[config.mk]
export PLATFORM = sky130hd
export DESIGN_NAME = midi_rx_param
export DESIGN_NICKNAME = d
export VERILOG_FILES = /design/src/rtl/midi_rx_param.sv
export SDC_FILE = /design/constraint.sdc
export NUM_CORES = 1
export LEC_CHECK = 0
export BUFFER_PORTS_ARGS = -buffer_cell sky130_fd_sc_hd__buf_2
export CAP_MARGIN = 20
export CORE_MARGIN = 1
export CORE_UTILIZATION = 35
export DETAILED_ROUTE_END_ITERATION = 7
export PLACE_DENSITY = 0.49
export SLEW_MARGIN = 10
export SYNTH_ARGS = -nofsm -noshare
export SYNTH_HDL_FRONTEND = slang
export SYNTH_SLANG_ARGS = --single-unit
export TNS_END_PERCENT = 5
[constraint.sdc]
create_clock -name clk -period 2.27 [get_ports clk]
set_input_delay 0 -clock clk [delete_from_list [all_inputs] [get_ports clk]]
set_output_delay 0 -clock clk [all_outputs]
set_load 0.01 [all_outputs]
[src/rtl/midi_rx_param.sv]
// Parametrised MIDI serial receiver: LSB-first async line -> parallel word with valid/ready hold register.
// Latency: valid rises (DATA_BITS+STOP_BITS)*CLKS_PER_BIT + CLKS_PER_BIT/2 + 3 cycles after the start edge is seen.
// Backpressure: one-word hold register; a good word arriving while it is still occupied is dropped and overrun pulses.
//
// Ports:
//   clk        system clock, rising edge
//   reset      asynchronous active-low reset
//   din        asynchronous serial input, idle high
//   dout       received word (LSB = first data bit), valid while 'valid' is high
//   valid      dout holds an unconsumed word
//   ready      consumer accepts dout when valid & ready
//   frame_err  one-cycle pulse when a stop bit decides low
//   overrun    one-cycle pulse when a good word is dropped
//   busy       receiver is inside a frame (any state other than IDLE)
module midi_rx_param #(
  parameter int CLKS_PER_BIT = 1600,
  parameter int DATA_BITS    = 8,
  parameter int STOP_BITS    = 1,
  parameter int SYNC_STAGES  = 2
) (
  input  logic                 clk,
  input  logic                 reset,
  input  logic                 din,
  output logic [DATA_BITS-1:0] dout,
  output logic                 valid,
  input  logic                 ready,
  output logic                 frame_err,
  output logic                 overrun,
  output logic                 busy
);

  localparam int PW = $clog2(CLKS_PER_BIT);
  localparam int CW = $clog2(DATA_BITS);
  localparam int H  = CLKS_PER_BIT / 2;

  localparam logic [PW-1:0] PH_PRE = PW'(H - 1);
  localparam logic [PW-1:0] PH_MID = PW'(H);
  localparam logic [PW-1:0] PH_DEC = PW'(H + 1);
  localparam logic [PW-1:0] PH_END = PW'(CLKS_PER_BIT - 1);
  localparam logic [CW-1:0] LAST_DATA = CW'(DATA_BITS - 1);
  localparam logic [CW-1:0] LAST_STOP = CW'(STOP_BITS - 1);

  typedef enum logic [2:0] {IDLE, START, DATA, STOP, BRK} state_t;

  // Input synchroniser; resets to the idle (high) line level.
  logic [SYNC_STAGES-1:0] sync;
  logic                   din_s;

  always_ff @(posedge clk or negedge reset) begin
    if (!reset) sync <= '1;
    else        sync <= {sync[SYNC_STAGES-2:0], din};
  end

  assign din_s = sync[SYNC_STAGES-1];

  state_t               state;
  logic [PW-1:0]        phase;
  logic [CW-1:0]        bit_cnt;   // data bit index in DATA, stop bit index in STOP
  logic [DATA_BITS-1:0] shreg;
  logic                 s_pre;     // sample taken at phase H-1
  logic                 s_mid;     // sample taken at phase H
  logic                 maj;
  logic                 at_dec;
  logic                 at_end;

  // Third vote is the live sample at phase H+1.
  assign maj    = (s_pre & s_mid) | (s_pre & din_s) | (s_mid & din_s);
  assign at_dec = (phase == PH_DEC);
  assign at_end = (phase == PH_END);

  always_ff @(posedge clk or negedge reset) begin
    if (!reset) begin
      state     <= IDLE;
      phase     <= '0;
      bit_cnt   <= '0;
      shreg     <= '0;
      s_pre     <= 1'b1;
      s_mid     <= 1'b1;
      dout      <= '0;
      valid     <= 1'b0;
      frame_err <= 1'b0;
      overrun   <= 1'b0;
      busy      <= 1'b0;
    end else begin
      frame_err <= 1'b0;
      overrun   <= 1'b0;

      // Consumption; a delivery in the same cycle overrides this below.
      if (valid && ready) valid <= 1'b0;

      if (state == IDLE || state == BRK) phase <= '0;
      else                               phase <= at_end ? '0 : phase + 1'b1;

      if (phase == PH_PRE) s_pre <= din_s;
      if (phase == PH_MID) s_mid <= din_s;

      case (state)
        IDLE: begin
          if (!din_s) begin
            state <= START;
            busy  <= 1'b1;
          end
        end

        START: begin
          if (at_dec && maj) begin
            // Start bit did not hold low through mid-bit: treat as noise.
            state <= IDLE;
            busy  <= 1'b0;
            phase <= '0;
          end else if (at_end) begin
            state   <= DATA;
            bit_cnt <= '0;
          end
        end

        DATA: begin
          if (at_dec) shreg <= {maj, shreg[DATA_BITS-1:1]};
          if (at_end) begin
            if (bit_cnt == LAST_DATA) begin
              state   <= STOP;
              bit_cnt <= '0;
            end else begin
              bit_cnt <= bit_cnt + 1'b1;
            end
          end
        end

        STOP: begin
          if (at_dec) begin
            if (!maj) begin
              frame_err <= 1'b1;
              state     <= BRK;
            end else if (bit_cnt == LAST_STOP) begin
              // Leave at mid-bit so a following start edge is caught on time.
              if (!valid || ready) begin
                dout  <= shreg;
                valid <= 1'b1;
              end else begin
                overrun <= 1'b1;
              end
              state <= IDLE;
              busy  <= 1'b0;
              phase <= '0;
            end
          end else if (at_end) begin
            bit_cnt <= bit_cnt + 1'b1;
          end
        end

        BRK: begin
          // A line held low reports one frame error, then waits here for idle.
          if (din_s) begin
            state <= IDLE;
            busy  <= 1'b0;
          end
        end

        default: begin
          state <= IDLE;
          busy  <= 1'b0;
        end
      endcase
    end
  end

endmodule

* Yosys cells after proc, flatten, opt, wreduce, memory -nomap -nowiden
Cells that the tools add are included.
** Word-level totals
- Register bits after elaboration :: 41
- Latch bits :: 0
- RAM bits :: 0
- ROM bits :: 0
- Input port bits :: 4
- Output and inout bits :: 12
- Logic and storage cells :: 101
- Memories :: 0
** Cells by class
- Add/sub/neg operators :: 2
- $mul :: 0
- Div/mod/pow operators :: 0
- Magnitude comparators :: 0
- Equal/unequal tests :: 23
- Shifts and indexed selects :: 0
- Mux-type cells :: 45
- Bitwise gates (word level) :: 6
- Reductions and logical operators :: 13
** Operators by type and width (count)
- 2-to-1 mux 11 bit :: 6
- 2-to-1 mux 3 bit :: 15
- equality test 11 x 10 -> 1 bit, second input constant :: 3
- != test 2 bit, second input constant :: 12
- case mux 11 bit (2 select lines) :: 1
- 2-to-1 mux 1 bit :: 20
- case mux 3 bit (5 select lines) :: 1
- AND reduction 7 bit :: 2
- adder 11 x 1 -> 11 bit, second input constant :: 1
- equality test 11 bit, second input constant :: 1
- case mux 3 bit (3 select lines) :: 1
- equality test 3 x 2 -> 1 bit, second input constant :: 2
- equality test 3 bit, second input constant :: 2
- logical NOT 3 bit :: 2
- != test 3 bit, second input constant :: 2
- AND reduction 6 bit :: 1
- case mux 1 bit (5 select lines) :: 1
- AND reduction 5 bit :: 1
- adder 3 x 1 -> 3 bit, second input constant :: 1
- AND 1 bit :: 3
- equality test 3 x 1 -> 1 bit, second input constant :: 1
- nonzero test 3 bit :: 1
- logical AND 1 bit :: 2
- logical OR 1 bit :: 2
- 4 further kinds :: 5

* Logic depth before layout (Yosys ltp)
- Depth after elaboration :: 7
- Mapped depth :: 6
- Gate-level depth less buffers :: 6

* Worst setup path before layout
No wires, ideal clock.
- Path type :: register to register
- From :: register sync[1]
- To :: register dout[0]
- Setup time :: 0.125 ns
- Data arrival time :: 1.761 ns
- Data required time :: 2.145 ns
- Slack :: 0.385 ns
- Stages on the path, launching flop included :: 6
- Path buffers :: 1
- Clock period less this slack :: 1.885 ns
- Path through :: dfstp_2 > buf_2 > maj3_1 > nand4_1 > nor3b_4 > mux2_2
** On the way
- Cells in the longest elaborated chain, start to end :: 4
- Elaborated cells between the ends (all ways) :: 5
- Those cells by class :: 4 x bitwise; 1 x reduce/logical
** RTL lines
- start, declared :: RTL line 46 : logic [SYNC_STAGES-1:0] sync;
- start signal, assigned :: RTL line 51 : else sync <= {sync[SYNC_STAGES-2:0], din};
- AND 1 bit :: RTL line 67 : assign maj = (s_pre & s_mid) | (s_pre & din_s) | (s_mid & din_s);
- OR 1 bit :: RTL line 67
- OR 1 bit * :: RTL line 67
- AND reduction 5 bit (no source line) *
- end signal, assigned :: RTL line 137 : dout <= shreg;
- end, declared :: RTL line 24 : output logic [DATA_BITS-1:0] dout,
Every way passes the cells marked *; elsewhere a longest branch is shown, timed or not.
A chain may end at the register's enable or synchronous reset.

* Worst setup path after layout
- From :: register sync[1]
- To :: register dout[5]
Same word-level chain as after synthesis.

==> results.yml <==
placed_design:
  postPlaceCellArea_um2: 2171
  routabilityCongestion: 0.7836
  io_buffers: 15
  hpwl_um: 2954
  pre_cts_slack_ps: 195.1
power_and_ir_drop:
  p_leak_nw: 1.050
  ir_drop_mv: 0.3496
  powerDensity_nw_per_um2: 628.8
  power_mw: 1.464
clock_network:
  clock_path_buffers: 2
  path_clk_slew_ps: 90
  root_buffer: "clkbuf_8"
  cts_tree: "built"
  clock_latency_ps: 290
  clock-sinks: 41
  cts_made_buffers: 5
  h-tree-depth: 2
die:
  die_h_um: 77.89
  ios: 16
  fp.coreArea_um2: 5540
  die-area_um2: 6067
  row_count: 27
  die_x_um: 77.89
  initial_core_util_pct: 36.38
synth:
  synth_top_area_share_pct: 45.93
  synth_warnings: 0
  syn_avg_cell_area_um2: 11.26
  synth-edff-count: 0
  synth_cell_types: 49
  synth-seq-cells: 41
  ys.flop_type: "dfrtp_1"
  yosysTopAreaCell: "dfrtp_1"
  syn_inst: 179
  syn_area_um2: 2016
  async_flop_share_pct: 100.0
  synthesis.nets: 189
  seq_area_frac_synth_pct: 51.15
  synthTopCellsByArea: "dfrtp_1 46%, mux2_2 10%, dfstp_2 5.2%"
finish:
  final_nets: 210
  areaGrowthSynthToFinish_pct: 15.52
  design_area_um2: 2328
  n_antenna_cell: 0
  multi_input_area_um2: 914.6
  final-seq-area_um2: 1031
  drive_gt1_share_pct: 27.86
  fill_cells: 553
worst_setup_path:
  crit_path_max_fanout: 8
  worstReg2RegStart: "sync[1]$_DFF_PN1_"
  crit_family: "simple AND/OR/NAND/NOR gates"
  required_ps: 2450
  cp.arrival_ps: 2250
  cp_slowest_cell: "dfstp_2"
  r2r_slack_ps: 200
  r2r_cells: 4
  critPathMaxStageDelay_ps: 600
  crit_chain: "maj3_1 -> nand4_1 -> nor3b_4 -> mux2_2"
  r2r-end: "dout[5]$_DFFE_PN0P_"
  end_kind: "flip-flop"
  path_buf_inv: 0
  critical_path_class: "flip-flop to flip-flop"
  start_kind: "flip-flop"
sta:
  setup_ws_ps: 201.1
  hold_viol_final: 0
  rsz0062_at_grt: "no"
  skew_ps: 7.604
  period_needed_ps: 2069
  slew_headroom_pct: 39.46
  tightest_slew_ps: 908.1
  max_freq_mhz: 483.3
  setup_viol: 0
  period_share_pct: 91.14
  slew_viol_final: 0
  tns_ps: 0
route:
  drc: 0
  vias_per_cell: 5.176
  wire_per_inst_um: 15.05
  wirelength_um: 4109
  drt_iter0_drc: 75
  vias: 1413
  antenna_left: 0
  drtPass1Iterations: 4
global_routing:
  grtUsageTotal_pct: 15.26
  gr-total-overflow: 0
  grt_pass1_vias: 1442
  antenna_found_initial: 0
  grt_pass1_wl_um: 7134
  grt_max_degree: 42
run_status:
  status: "finished, final reports clean"
run:
  maxCapViolations: 0
worst_hold_path:
  worstHoldStart: "ready"
  min_path_type: "input pin to flip-flop"
  min_to: "overrun$_DFF_PN0_"
  hold_depth: 3
[stage by stage]
stage / utilization (%) / cells / hold slack (ps)
global route: 42.03 / 273 / 5.261
floorplan: - / 179 / -295.6
CTS: 42.03 / 273 / 10.73
global placement: 39.18 / 263 / 106.5
finish: 42.03 / 273 / 9.107
detailed placement: 39.18 / 263 / 110.3
[cell usage after synthesis, drive strengths merged (2+ instances only)]
cell / number
dfrtp: 37
a21oi: 4
o22ai: 2
nor2: 13
nand2: 9
clkbuf: 4
xnor2: 6
nor3: 4
nand2b: 3
inv: 10
mux2i: 2
o211ai: 2
dfstp: 4
mux2: 18
nand3: 8
buf: 2
and2b: 2
and2: 2
nor2b: 3
nand4: 5
a31oi: 2
nor3b: 3
xor2: 2
o21ai: 7
or3: 2
ha: 6
[worst min-delay path, cell delays in order]
cell      delay [ps]
buf_2             70
nand2b_1         140
nor2_1            60
[where the power goes]
part / internal, mW / switching [mW] / leakage [nW]
clock: 0.443 / 0.266 / 0.0687
sequential: 0.733 / 0.00206 / 0.539
combinational: 0.00502 / 0.0150 / 0.443
total: 1.18 / 0.283 / 1.05
[layout make-up]
| cell class | instances | area share (%) |
|---|---|---|
| Multi-Input combinational cell | 122 | 39.28 |
| Clock inverter | 3 | 2.955 |
| Timing Repair Buffer | 20 | 5.051 |
| Clock buffer | 5 | 2.955 |
| Inverter | 10 | 1.612 |
| Sequential cell | 41 | 44.28 |
| Tap cell | 72 | 3.869 |
[cell families (layout without fill, tap and decap cells)]
logic type      count (synthesis)  count (layout)  synth area share, %
xor+xnor                        8               8                3.476
mux                            20              20                11.05
fa+ha+maj                       7               7                4.221
simple gates                   64              64                19.31
compound gates                 23              23                7.325
buf+inv                        16              38                3.476
flops                          41              41                51.15
[sequential cells by signal (all words and copies together), names as in the netlist]
signal,flops
bit_cnt,3
s_pre,1
busy,1
shreg,8
phase,11
state,3
s_mid,1
sync,2
frame_err,1
dout,8
valid,1
overrun,1
[repair_timing]
action | CTS | global route
resized for setup | 0 | 0
endpoints found under the hold margin | 38 | 0
hold buffers | 2 | 0
setup buffers | 0 | 0
[layout by cell type (no fill, tap or decap), types with 5 or more instances in the layout]
cell,synthesis,final
dfrtp_1,37,37
mux2_2,18,18
buf_2,1,15
nor2_1,13,13
inv_1,10,10
nand2_1,9,9
nand3_1,7,7
o21ai_0,6,6
xnor2_1,6,6
ha_1,6,6
nand4_1,5,5
clkbuf_8,0,5
[worst max path at each step]
stage	start	endpoint	slack (ps)	cells past startpoint
after floorplan	sync[1]$_DFF_PN1_	dout[0]$_DFFE_PN0P_	380	5
after global placement	phase[1]$_DFF_PN0_	dout[0]$_DFFE_PN0P_	290	6
after detailed placement	sync[1]$_DFF_PN1_	dout[5]$_DFFE_PN0P_	200	4
after CTS	sync[1]$_DFF_PN1_	dout[5]$_DFFE_PN0P_	190	4
after global routing	phase[0]$_DFF_PN0_	bit_cnt[2]$_DFFE_PN0P_	90	5
final	sync[1]$_DFF_PN1_	dout[5]$_DFFE_PN0P_	200	4
[metal layers]
layer	share of wire [%]	track usage [%]	up-vias
li1	-	-	674
met3	3.4	3.882	5
met2	50	26.02	28
met4	1.3	5.370	0
met1	45	18.64	706
met5	0	0	-
Note: power is estimated with default switching activity, not from simulation.
